`config.mk`:
```
export PLATFORM = sky130hd
export DESIGN_NAME = multicycle_controller
export DESIGN_NICKNAME = d
export VERILOG_FILES = /design/src/rtl/multicycle_controller.sv
export SDC_FILE = /design/constraint.sdc
export NUM_CORES = 1
export LEC_CHECK = 0
export ABC_CLOCK_PERIOD_IN_PS = 4000
export BUFFER_PORTS_ARGS = -buffer_cell sky130_fd_sc_hd__buf_4
export CAP_MARGIN = 10
export CORE_MARGIN = 4
export CORE_UTILIZATION = 50
export CTS_CLUSTER_SIZE = 30
export DETAILED_ROUTE_END_ITERATION = 8
export PLACE_DENSITY = 0.82
export SYNTH_ARGS = -nofsm -noshare
export SYNTH_HDL_FRONTEND = slang
export SYNTH_SLANG_ARGS = --single-unit
```
`constraint.sdc`:
```
create_clock -name clk -period 4 [get_ports clk]
set_input_delay 0.6 -clock clk [delete_from_list [all_inputs] [get_ports clk]]
set_output_delay 0.6 -clock clk [all_outputs]
set_load 0.02 [all_outputs]
```
`src/rtl/multicycle_controller.sv`:
```
// Moore-style sequencing controller for a shared-memory multicycle MIPS datapath.
// Steps each instruction from FETCH through writeback, with a memory-wait timeout.
module multicycle_controller #(
  parameter int unsigned TIMEOUT = 255,
  parameter int unsigned TW      = 8
) (
  input  logic       clk,
  input  logic       reset,
  input  logic [5:0] op,
  input  logic [5:0] funct,
  input  logic       zero,
  input  logic       mem_ready,
  output logic       pcen,
  output logic       iord,
  output logic       memwrite,
  output logic       irwrite,
  output logic       regdst,
  output logic       memtoreg,
  output logic       regwrite,
  output logic       alusrca,
  output logic [1:0] alusrcb,
  output logic [1:0] pcsrc,
  output logic [3:0] alucontrol,
  output logic       zeroextend,
  output logic       disableRA1,
  output logic       bytemode,
  output logic       bus_err,
  output logic       illegal,
  output logic [3:0] state
);

  typedef enum logic [3:0] {
    FETCH    = 4'd0,
    DECODE   = 4'd1,
    MEMADR   = 4'd2,
    MEMRD    = 4'd3,
    MEMWB    = 4'd4,
    MEMWR    = 4'd5,
    RTYPEEX  = 4'd6,
    RTYPEWB  = 4'd7,
    BRANCHEX = 4'd8,
    ITYPEEX  = 4'd9,
    ITYPEWB  = 4'd10,
    JEX      = 4'd11
  } state_t;

  localparam logic [5:0] OP_RTYPE = 6'b000000;
  localparam logic [5:0] OP_J     = 6'b000010;
  localparam logic [5:0] OP_BEQ   = 6'b000100;
  localparam logic [5:0] OP_BNE   = 6'b000101;
  localparam logic [5:0] OP_ADDI  = 6'b001000;
  localparam logic [5:0] OP_ANDI  = 6'b001100;
  localparam logic [5:0] OP_ORI   = 6'b001101;
  localparam logic [5:0] OP_LUI   = 6'b001111;
  localparam logic [5:0] OP_LB    = 6'b100000;
  localparam logic [5:0] OP_LW    = 6'b100011;
  localparam logic [5:0] OP_SB    = 6'b101000;
  localparam logic [5:0] OP_SW    = 6'b101011;

  localparam logic [3:0] ALU_AND = 4'b0000;
  localparam logic [3:0] ALU_OR  = 4'b0001;
  localparam logic [3:0] ALU_ADD = 4'b0010;
  localparam logic [3:0] ALU_SUB = 4'b0110;
  localparam logic [3:0] ALU_SLT = 4'b0111;
  localparam logic [3:0] ALU_LUI = 4'b1000;

  state_t        cur, nxt;
  logic [TW-1:0] cnt, cnt_nxt;
  logic          waiting, timeout;

  logic is_load, is_store, is_branch, is_itype, rtype_ok;
  logic [3:0] r_alu, i_alu;
  logic       i_zx, i_dra;

  // Unsuppressed control values, before reset gating
  logic pcen_c, memwrite_c, irwrite_c, regwrite_c, berr_c;

  assign is_load   = (op == OP_LW) || (op == OP_LB);
  assign is_store  = (op == OP_SW) || (op == OP_SB);
  assign is_branch = (op == OP_BEQ) || (op == OP_BNE);
  assign is_itype  = (op == OP_ADDI) || (op == OP_ANDI) || (op == OP_ORI) || (op == OP_LUI);

  always_comb begin
    rtype_ok = 1'b1;
    r_alu    = ALU_ADD;
    case (funct)
      6'b100000: r_alu = ALU_ADD;
      6'b100010: r_alu = ALU_SUB;
      6'b100100: r_alu = ALU_AND;
      6'b100101: r_alu = ALU_OR;
      6'b101010: r_alu = ALU_SLT;
      default:   rtype_ok = 1'b0;
    endcase
  end

  always_comb begin
    i_alu = ALU_ADD;
    i_zx  = 1'b0;
    i_dra = 1'b0;
    case (op)
      OP_ANDI: begin i_alu = ALU_AND; i_zx = 1'b1; end
      OP_ORI:  begin i_alu = ALU_OR;  i_zx = 1'b1; end
      OP_LUI:  begin i_alu = ALU_LUI; i_zx = 1'b1; i_dra = 1'b1; end
      default: ;
    endcase
  end

  assign waiting = (cur == FETCH) || (cur == MEMRD) || (cur == MEMWR);
  assign timeout = waiting && !mem_ready && (cnt == TW'(TIMEOUT));

  always_comb begin
    nxt        = cur;
    pcen_c     = 1'b0;
    iord       = 1'b0;
    memwrite_c = 1'b0;
    irwrite_c  = 1'b0;
    regdst     = 1'b0;
    memtoreg   = 1'b0;
    regwrite_c = 1'b0;
    alusrca    = 1'b0;
    alusrcb    = 2'b00;
    pcsrc      = 2'b00;
    alucontrol = ALU_ADD;
    zeroextend = 1'b0;
    disableRA1 = 1'b0;
    berr_c     = 1'b0;
    illegal    = 1'b0;
    case (cur)
      FETCH: begin
        alusrcb = 2'b01;
        if (mem_ready) begin
          irwrite_c = 1'b1;
          pcen_c    = 1'b1;
          nxt       = DECODE;
        end else if (timeout) begin
          // Staying in FETCH re-issues the same PC on the next attempt
          berr_c = 1'b1;
        end
      end
      DECODE: begin
        alusrcb = 2'b11;
        if (is_load || is_store)               nxt = MEMADR;
        else if (op == OP_RTYPE && rtype_ok)   nxt = RTYPEEX;
        else if (is_branch)                    nxt = BRANCHEX;
        else if (is_itype)                     nxt = ITYPEEX;
        else if (op == OP_J)                   nxt = JEX;
        else begin
          illegal = 1'b1;
          nxt     = FETCH;
        end
      end
      MEMADR: begin
        alusrca = 1'b1;
        alusrcb = 2'b10;
        nxt     = is_load ? MEMRD : MEMWR;
      end
      MEMRD: begin
        iord = 1'b1;
        if (mem_ready) nxt = MEMWB;
        else if (timeout) begin
          berr_c = 1'b1;
          nxt    = FETCH;
        end
      end
      MEMWB: begin
        memtoreg   = 1'b1;
        regwrite_c = 1'b1;
        nxt        = FETCH;
      end
      MEMWR: begin
        iord       = 1'b1;
        memwrite_c = 1'b1;
        if (mem_ready) nxt = FETCH;
        else if (timeout) begin
          memwrite_c = 1'b0;
          berr_c     = 1'b1;
          nxt        = FETCH;
        end
      end
      RTYPEEX: begin
        alusrca    = 1'b1;
        alucontrol = r_alu;
        nxt        = RTYPEWB;
      end
      RTYPEWB: begin
        regdst     = 1'b1;
        regwrite_c = 1'b1;
        alucontrol = r_alu;
        nxt        = FETCH;
      end
      BRANCHEX: begin
        alusrca    = 1'b1;
        alucontrol = ALU_SUB;
        pcsrc      = 2'b01;
        pcen_c     = (op == OP_BEQ) ? zero : ((op == OP_BNE) ? ~zero : 1'b0);
        nxt        = FETCH;
      end
      ITYPEEX: begin
        alusrca    = 1'b1;
        alusrcb    = 2'b10;
        alucontrol = i_alu;
        zeroextend = i_zx;
        disableRA1 = i_dra;
        nxt        = ITYPEWB;
      end
      ITYPEWB: begin
        alusrca    = 1'b1;
        alusrcb    = 2'b10;
        alucontrol = i_alu;
        zeroextend = i_zx;
        disableRA1 = i_dra;
        regwrite_c = 1'b1;
        nxt        = FETCH;
      end
      JEX: begin
        pcsrc  = 2'b10;
        pcen_c = 1'b1;
        nxt    = FETCH;
      end
      default: nxt = FETCH;
    endcase
  end

  assign bytemode = ((cur == MEMADR) || (cur == MEMRD) || (cur == MEMWB) || (cur == MEMWR))
                    && ((op == OP_LB) || (op == OP_SB));

  // Write strobes stay low while reset is held, independent of the clock
  assign pcen     = pcen_c & reset;
  assign irwrite  = irwrite_c & reset;
  assign memwrite = memwrite_c & reset;
  assign regwrite = regwrite_c & reset;
  assign bus_err  = berr_c & reset;
  assign state    = cur;

  always_comb begin
    cnt_nxt = '0;
    if (waiting && !mem_ready && !timeout && nxt == cur)
      cnt_nxt = cnt + TW'(1);
  end

  always_ff @(posedge clk or negedge reset) begin
    if (!reset) begin
      cur <= FETCH;
      cnt <= '0;
    end else begin
      cur <= nxt;
      cnt <= cnt_nxt;
    end
  end

endmodule

```
Word-level counts from Yosys, hierarchy flattened:

Cells that the tools add are included.

* output and inout port bits: 25
* input port bits: 16
* bits in registers: 12
* logic and storage cells: 114

* add/subtract/negate cells: 1
* muxes and demuxes: 44
* eq/ne operators: 29
* reduce and logical (&&, ||, !) cells: 32
* bitwise logic cells: 6

Operators by type and width (number)
* 6-bit == test, second input constant: 9
* 4-bit 2-to-1 mux: 9
* 4-bit case mux with 7 select lines: 1
* 1-bit 2-to-1 mux: 26
* 6-bit by 4-bit == test with 1-bit output, second input constant: 4
* 4-bit case mux with 3 select lines: 2
* 4-bit by 3-bit == test with 1-bit output, second input constant: 4
* 4-bit == test, second input constant: 4
* 1-bit logical OR: 13
* 6-bit by 3-bit == test with 1-bit output, second input constant: 2
* 3-bit case mux with 4 select lines: 1
* 3-bit OR reduction: 4
* 5-bit OR reduction: 2
* 8-bit by 1-bit adder with 8-bit output, second input constant: 1
* 4-bit by 2-bit == test with 1-bit output, second input constant: 2
* 8-bit == test, second input constant: 1
* 8-bit 2-to-1 mux: 1
* 6-bit by 2-bit == test with 1-bit output, second input constant: 1
* 1-bit logical AND: 6
* 6-bit zero test: 1
* 2-bit case mux with 3 select lines: 1
* 2-bit OR reduction: 3
* 1-bit bitwise AND: 5
* 4-bit by 1-bit == test with 1-bit output, second input constant: 1
* 7 further kinds: 8

Depth between registers and ports, before layout:

Gate-level depths: netlist (run 1).

* depth in word-level cells: 12
* depth in mapped cells: 6
* gate-level depth less buffers: 5

Worst setup path before layout (run 1):

OpenSTA, ideal clock, no wires.

* path type: register to output
* from: register cur[2], in the netlist state[2]
* to: output port pcen
* path slack: 1.345 ns
* arrival: 2.055 ns
* data required time: 3.400 ns
* stages on the path, launching flop included: 6
* buffers on the path: 1
* path through: dfrtp_1 clkbuf_1 nor4b_1 nand4_1 o21ai_1 and2_1

* cells in the longest elaborated chain, start to end: 3
* elaborated cells on any way between the ends: 5
* classes of those cells: eq/ne: 2; mux: 1; bitwise: 1; reduce/logical: 1

RTL lines
* start, declared: RTL line 67 `state_t cur, nxt;`
* start signal, assigned: RTL line 246 `cur <= nxt;`
* 4-bit == test or 4-bit zero test (tied branches): RTL line 128 `case (cur)`
* 1-bit case mux with 3 select lines (*): RTL line 128
* 1-bit bitwise AND (*): RTL line 228 `assign pcen = pcen_c & reset;`
* end, declared: RTL line 13 `output logic pcen,`

Every way passes the cells marked *; elsewhere a longest branch is shown, timed or not.

Worst setup path in the final report (run 1):

* from: register cur[2], in the netlist state[2]
* to: output port alucontrol[1]

* cells in the longest elaborated chain, start to end: 3
* elaborated cells on any way between the ends: 8
* classes of those cells: eq/ne: 5; mux: 1; reduce/logical: 2

RTL lines
* 4-bit == test or 4-bit by 3-bit == test with 1-bit output (tied branches): RTL line 128
* 2-bit OR reduction (no source line)
* 4-bit case mux with 3 select lines (*): RTL line 128
* end, declared: RTL line 23 `output logic [3:0] alucontrol,`

Marks and branches as above.

==> results of run 1 <==
[cell families after synthesis]
| kind of cell | Yosys count | share of synthesized area (%) |
|---|---|---|
| adder cells (fa/ha/maj) | 1 | 1.10 |
| XOR/XNOR | 9 | 6.91 |
| AO/OA/AOI/OAI | 28 | 16.8 |
| buffers and inverters | 14 | 4.71 |
| multiplexers | 2 | 1.75 |
| AND/OR/NAND/NOR | 89 | 42.4 |
| flip-flops | 12 | 26.3 |
[power by group through the flow]
| stage | Clock (mW) | Combinational [mW] | Sequential (mW) |
|---|---|---|---|
| after global routing | 0.0817 | 0.338 | 0.208 |
| after floorplan | 0 | 0.219 | 0.176 |
| after detailed placement | 0 | 0.309 | 0.203 |
| after global placement | 0 | 0.306 | 0.199 |
| final | 0.0721 | 0.309 | 0.202 |
| after CTS | 0.0725 | 0.309 | 0.200 |
[layout by cell type (no fill, tap or decap), types with 3 or more instances in the layout]
cell and count:
nor4b_1 3, dfrtp_1 12, nor3_1 8, and3_1 3, nor2_1 23, xnor2_1 4, nand4_1 6, xor2_1 5
nand2_1 13, nand3_1 8, nor2b_1 5, nor4_1 3, inv_1 4, nor3b_1 3, clkbuf_4 3, buf_4 40
a21oi_1 4, o21ai_0 5, nand2b_1 3
[flip-flops by register name, summed over array words and instances (netlist names)]
| name | count |
|---|---|
| cnt | 8 |
| state | 4 |
[layout make-up]
| type | instances | area share [%] |
|---|---|---|
| inverter | 4 | 1.03 |
| timing repair buffer | 40 | 20.6 |
| clock buffer | 3 | 1.54 |
| sequential | 12 | 20.6 |
| tap | 28 | 2.40 |
| multi-input combinational | 129 | 53.9 |
[per-layer routing]
| metal | share of wire (%) | GRT usage [%] | up-vias |
|---|---|---|---|
| met5 | 0 | 0 | - |
| met3 | 6.6 | 4.87 | 8 |
| met2 | 46 | 33.3 | 48 |
| met1 | 45 | 26.7 | 592 |
| met4 | 1.9 | 5.90 | 0 |
| li1 | - | - | 628 |
[metrics by stage]
step	total power [mW]	hold WS, ns
2_1_floorplan	0.394	0.304
3_3_place_gp	0.505	0.462
3_5_place_dp	0.511	0.467
4_1_cts	0.582	0.177
5_1_grt	0.627	0.167
6_report	0.583	0.169
[how the worst min path moves through the flow]
stage | start | to | slack, ns | depth (start not counted)
finish | reset | state[0]$_DFF_PN0_ | 0.17 | 1
global route | reset | cnt[6]$_DFF_PN0_ | 0.17 | 1
CTS | reset | state[0]$_DFF_PN0_ | 0.18 | 1
detailed placement | reset | state[0]$_DFF_PN0_ | 0.47 | 1
global placement | reset | state[0]$_DFF_PN0_ | 0.46 | 1
floorplan | reset | cnt[0]$_DFF_PN0_ | 0.30 | 0
[worst max-delay path: stages (launching register included)]
cell     delay (ns)
dfrtp_1        0.62
or4b_4         0.66
or3_4          0.36
o21ai_1        0.14
a21oi_1        0.09
buf_4          0.19
==> flow_summary.ini, run 1 <==
[outcome]
outcome = complete, no violations

[setup_path]
critPathLaunchType = register
worstSetupStartpoint = state[2]$_DFF_PN0_
rr_startpoint = state[2]$_DFF_PN0_
r2r_end = cnt[0]$_DFF_PN0_
ff2ff_path_depth = 4
critical_path.endpoint = alucontrol[1]
arrival_ns = 2.33
endpoint_kind = primary output
r2r_setup_slack_ns = 2.10
worst_ep_required_time_ns = 3.40
timing_worst_setup_path_type = reg2out
path_max_fanout = 22

[placed_design]
globalplace.congestion = 0.854
dp_slack_ns = 1.35
dp_hpwl_um = 2350
io_buffers = 40
place_area_um2 = 1440
placed_cells = 213

[timing]
finalCritPeriodShare_pct = 73.3
tightest_slew_ns = 0.648
fin_ws_ns = 1.07
rsz0062_at_grt = false
fin_crit_ns = 2.93
finalSetupViolCount = 0
relSlewSlack_pct = 56.8
fin_skew_ns = 0.00657
hold_viol_final = 0
max_freq_ghz = 0.341
finalMaxSlewViolations = 0
final.setup.tns_ns = 0

[logic_synthesis]
ys_seq_area_share_pct = 26.3
synth_area_per_cell_um2 = 7.36
netlist_instances = 155
synth-seq-cells = 12
synth_top_area_cell = dfrtp_1
synth.net_count = 172
synthArstFlopShare_pct = 100
ys.flop_type = dfrtp_1
yosys.cell_count.top_type = nor2_1
synth_area_um2 = 1140
yosysUniqueCellTypes = 47
synth_warnings = 0
synth_area_leaders = dfrtp_1 26%, nor2_1 7.6%, nand2_1 4.3%, xor2_1 3.8%, nand3_1 3.5%
synth_common_cells = 23 x nor2_1, 13 x nand2_1, 12 x dfrtp_1
synth_top_area_share_pct = 26.3
synth_enable_flop_cells = 0

[layout]
diodes = 0
fin_util_pct = 66.6
nNetsFinal = 207
nFillCells = 192
final_layout_size_suffix_gt1_share_pct = 25.5
regArea_um2 = 300
fin_cells = 216
design_area_um2 = 1460
multi_input_area_um2 = 787
area_growth_pct = 28.0

[run]
maxCapViolCount = 0

[clocking]
post_cts_buffers = 0
numCtsBuffers = 3
clock_latency_ns = 0.27
htree_levels = 1
clk_pin_slew_ns = 0.07
cts_buffer_depth = 2
cts_tree = done
cts_resized = 0
cts_sinks = 12
cts_root_buffer = clkbuf_4
cts_hold_buf = 0

[route]
drt_iter0_markers = 23
wirelength_um = 3100
drtAntennaViolNets = 0
vias_per_cell = 5.91
first_pass_iters = 4
wl_per_cell_um = 14.4
drcViolationCount = 0
vias = 1276

[power_and_ir_drop]
ir_worst_vdd_v = 0.000261
power_leakage_nw = 0.622
p_int_mw = 0.310
pwr-share-comb_pct = 53.0
p_per_area_nw_per_um2 = 399
power_frac_clock_pct = 12.4
power.switching_mw = 0.273
seqPwrFrac_pct = 34.6
p_sw_share_pct = 46.8

[global_route]
antenna_found_initial = 0
track_usage_pct = 20.4
grt_first_pass_wirelength_um = 5310
grt_pass1_vias = 1220
overflow = 0
grt_max_degree = 23

[floorplan]
core-area_um2 = 2190
die_area_um2 = 3110
ios = 41
die_w_um = 55.8
start_util_pct = 52.1
row_count = 17
dieHeight_um = 55.8

[hold_path]
hp-class = in2async
(Power assumes the default switching activity.)
==> run 2, diff against run 1 <==
==> config.mk (replaced) <==
export PLATFORM = sky130hd
export DESIGN_NAME = multicycle_controller
export DESIGN_NICKNAME = d
export VERILOG_FILES = /design/src/rtl/multicycle_controller.sv
export SDC_FILE = /design/constraint.sdc
export NUM_CORES = 1
export LEC_CHECK = 0
export ABC_CLOCK_PERIOD_IN_PS = 2900
export BUFFER_PORTS_ARGS = -buffer_cell sky130_fd_sc_hd__buf_4
export CAP_MARGIN = 10
export CORE_MARGIN = 4
export CORE_UTILIZATION = 49
export CTS_CLUSTER_SIZE = 30
export DETAILED_ROUTE_END_ITERATION = 8
export PLACE_DENSITY = 0.81
export SYNTH_ARGS = -nofsm -noshare
export SYNTH_HDL_FRONTEND = slang
export SYNTH_SLANG_ARGS = --single-unit
==> constraint.sdc (replaced) <==
create_clock -name clk -period 2.9 [get_ports clk]
set_input_delay 0.435 -clock clk [delete_from_list [all_inputs] [get_ports clk]]
set_output_delay 0.435 -clock clk [all_outputs]
set_load 0.02 [all_outputs]
==> run 2 against run 1 <==
Combinational power rose by 43%. Clock skew fell by 0.0012 ns. Worst hold slack got worse by 0.17 ns. Via count rose by 1.2%. Power rose by 45%. Setup slack got worse by 0.88 ns. Sequential power rose by 33%. First-iteration DRC count rose by 120%. Non-clock buffer count rose by 1. Wire length rose by 2.0%. Sequential share of layout area fell by 0.30 points. Critical path type unchanged.
==> flow_summary.ini, run 2 (synthesized netlist as in run 1, its figures left out) <==
[outcome]
outcome = complete, no violations

[power_and_ir_drop]
p_int_mw = 0.460
seqPwrFrac_pct = 31.8
pwr-share-comb_pct = 52.3
p_per_area_nw_per_um2 = 569
power_leakage_nw = 0.634
power.total_mw = 0.843
ir_worst_vdd_v = 0.000310
p_sw_share_pct = 45.5
power.switching_mw = 0.384
power_frac_clock_pct = 15.8

[global_route]
track_usage_pct = 20.9
overflow = 0
antenna_found_initial = 0
grt_max_degree = 21
grt_pass1_vias = 1177
grt_first_pass_wirelength_um = 5440

[layout]
regMostFlops = cnt
final_cell_mix = 41 x buf_4, 23 x nor2_1, 13 x nand2_1, 12 x dfrtp_1
nFillCells = 206
nNetsFinal = 208
fin_util_pct = 67.0
diodes = 0
final_layout_size_suffix_gt1_share_pct = 26.3
largest_register_ffs = 8
final_common_cell = buf_4
area_growth_pct = 29.8

[clocking]
cts_buffer_depth = 2
cts_resized = 0
cts_hold_buf = 0
cts_tree = done
htree_levels = 1
clock_latency_ns = 0.27
numCtsBuffers = 3
clk_pin_slew_ns = 0.08
cts_root_buffer = clkbuf_4
post_cts_buffers = 0
cts_sinks = 12

[floorplan]
row_count = 17
ios = 41
core-area_um2 = 2210
die_area_um2 = 3160
dieHeight_um = 56.3
start_util_pct = 51.6
die_w_um = 56.3

[route]
first_pass_iters = 4
wl_per_cell_um = 14.5
drtAntennaViolNets = 0
drt_iter0_markers = 50
drcViolationCount = 0
vias = 1291
vias_per_cell = 5.92
wirelength_um = 3160

[setup_path]
max_stage_delay_ns = 0.58
worst_ep_required_time_ns = 2.47
path_max_fanout = 12
critPathLaunchType = register
arrival_ns = 2.27
timing_worst_setup_path_type = reg2out
worstPathCellList = buf_4, nor4b_1, nand4_1, o21ai_1, and2_1, buf_4
endpoint_kind = primary output
path_common_cell = buf_4
crit_slowest_cell = nor4b_1

[timing]
hold_viol_final = 0
fin_crit_ns = 2.71
finalCritPeriodShare_pct = 93.4
fin_skew_ns = 0.00538
final.setup.tns_ns = 0
finalSetupViolCount = 0
tightest_slew_ns = 0.672
max_freq_ghz = 0.369
finalMaxSlewViolations = 0
rsz0062_at_grt = false
relSlewSlack_pct = 54.6
hold_slack_ns = 0.000173

[placed_design]
dp_hpwl_um = 2440
globalplace.congestion = 0.937
io_buffers = 40

[hold_path]
hp-class = in2async

[run]
maxCapViolCount = 0
run 2: worst max-delay path: cells and delay by family, from the launching register on:
| family | cells | cell delay [ns] |
|---|---|---|
| DFF | 1 | 0.51 |
| and+or+nand+nor | 3 | 0.99 |
| buffers and inverters | 2 | 0.37 |
| AOI/OAI and AO/OA | 1 | 0.13 |
run 2: area by class of cell:
type / count / area (µm²) / area share (%)
inverter: 4 / 15.0 / 1.01
tap: 28 / 35.0 / 2.36
clock buffer: 4 / 36.3 / 2.45
multi-input combinational: 129 / 787 / 53.1
sequential: 12 / 300 / 20.3
timing repair buffer: 41 / 308 / 20.8
run 2: metrics by stage:
step | instance area [µm²] | setup slack, ns | cells
floorplan | 1140 | 0.410 | 155
global placement | 1450 | 0.585 | 214
detailed placement | 1450 | 0.559 | 214
CTS | 1480 | 0.243 | 218
global route | 1480 | 0.0781 | 218
finish | 1480 | 0.191 | 218
run 2: final timing paths:
kind	from	slack (ns)	cells past startpoint	to
hold / removal	reset	0.0002	1	cnt[3]$_DFF_PN0_
setup / recovery	state[2]$_DFF_PN0_	0.19	6	pcen
hold reg to reg	cnt[0]$_DFF_PN0_	0.50	1	cnt[0]$_DFF_PN0_
min in group clk	cnt[0]$_DFF_PN0_	0.50	1	cnt[0]$_DFF_PN0_
setup reg to reg	state[1]$_DFF_PN0_	1.03	4	state[2]$_DFF_PN0_
max in group asynchronous	reset	2.72	1	state[2]$_DFF_PN0_
run 2: power by group through the flow:
stage | registers [mW] | logic, mW | clock network [mW]
floorplan | 0.242 | 0.302 | 0
global placement | 0.267 | 0.433 | 0
detailed placement | 0.271 | 0.441 | 0
CTS | 0.267 | 0.442 | 0.137
global route | 0.278 | 0.482 | 0.144
finish | 0.269 | 0.441 | 0.134
run 2: per-layer routing:
layer,routed length (µm),part of all wire (%),track usage (%),up-vias
met5,0,0,0,-
met4,30,0.95,2.71,0
met3,215,6.8,5.29,6
met2,1520,48,32.7,50
met1,1400,44,29.7,604
li1,-,-,-,631
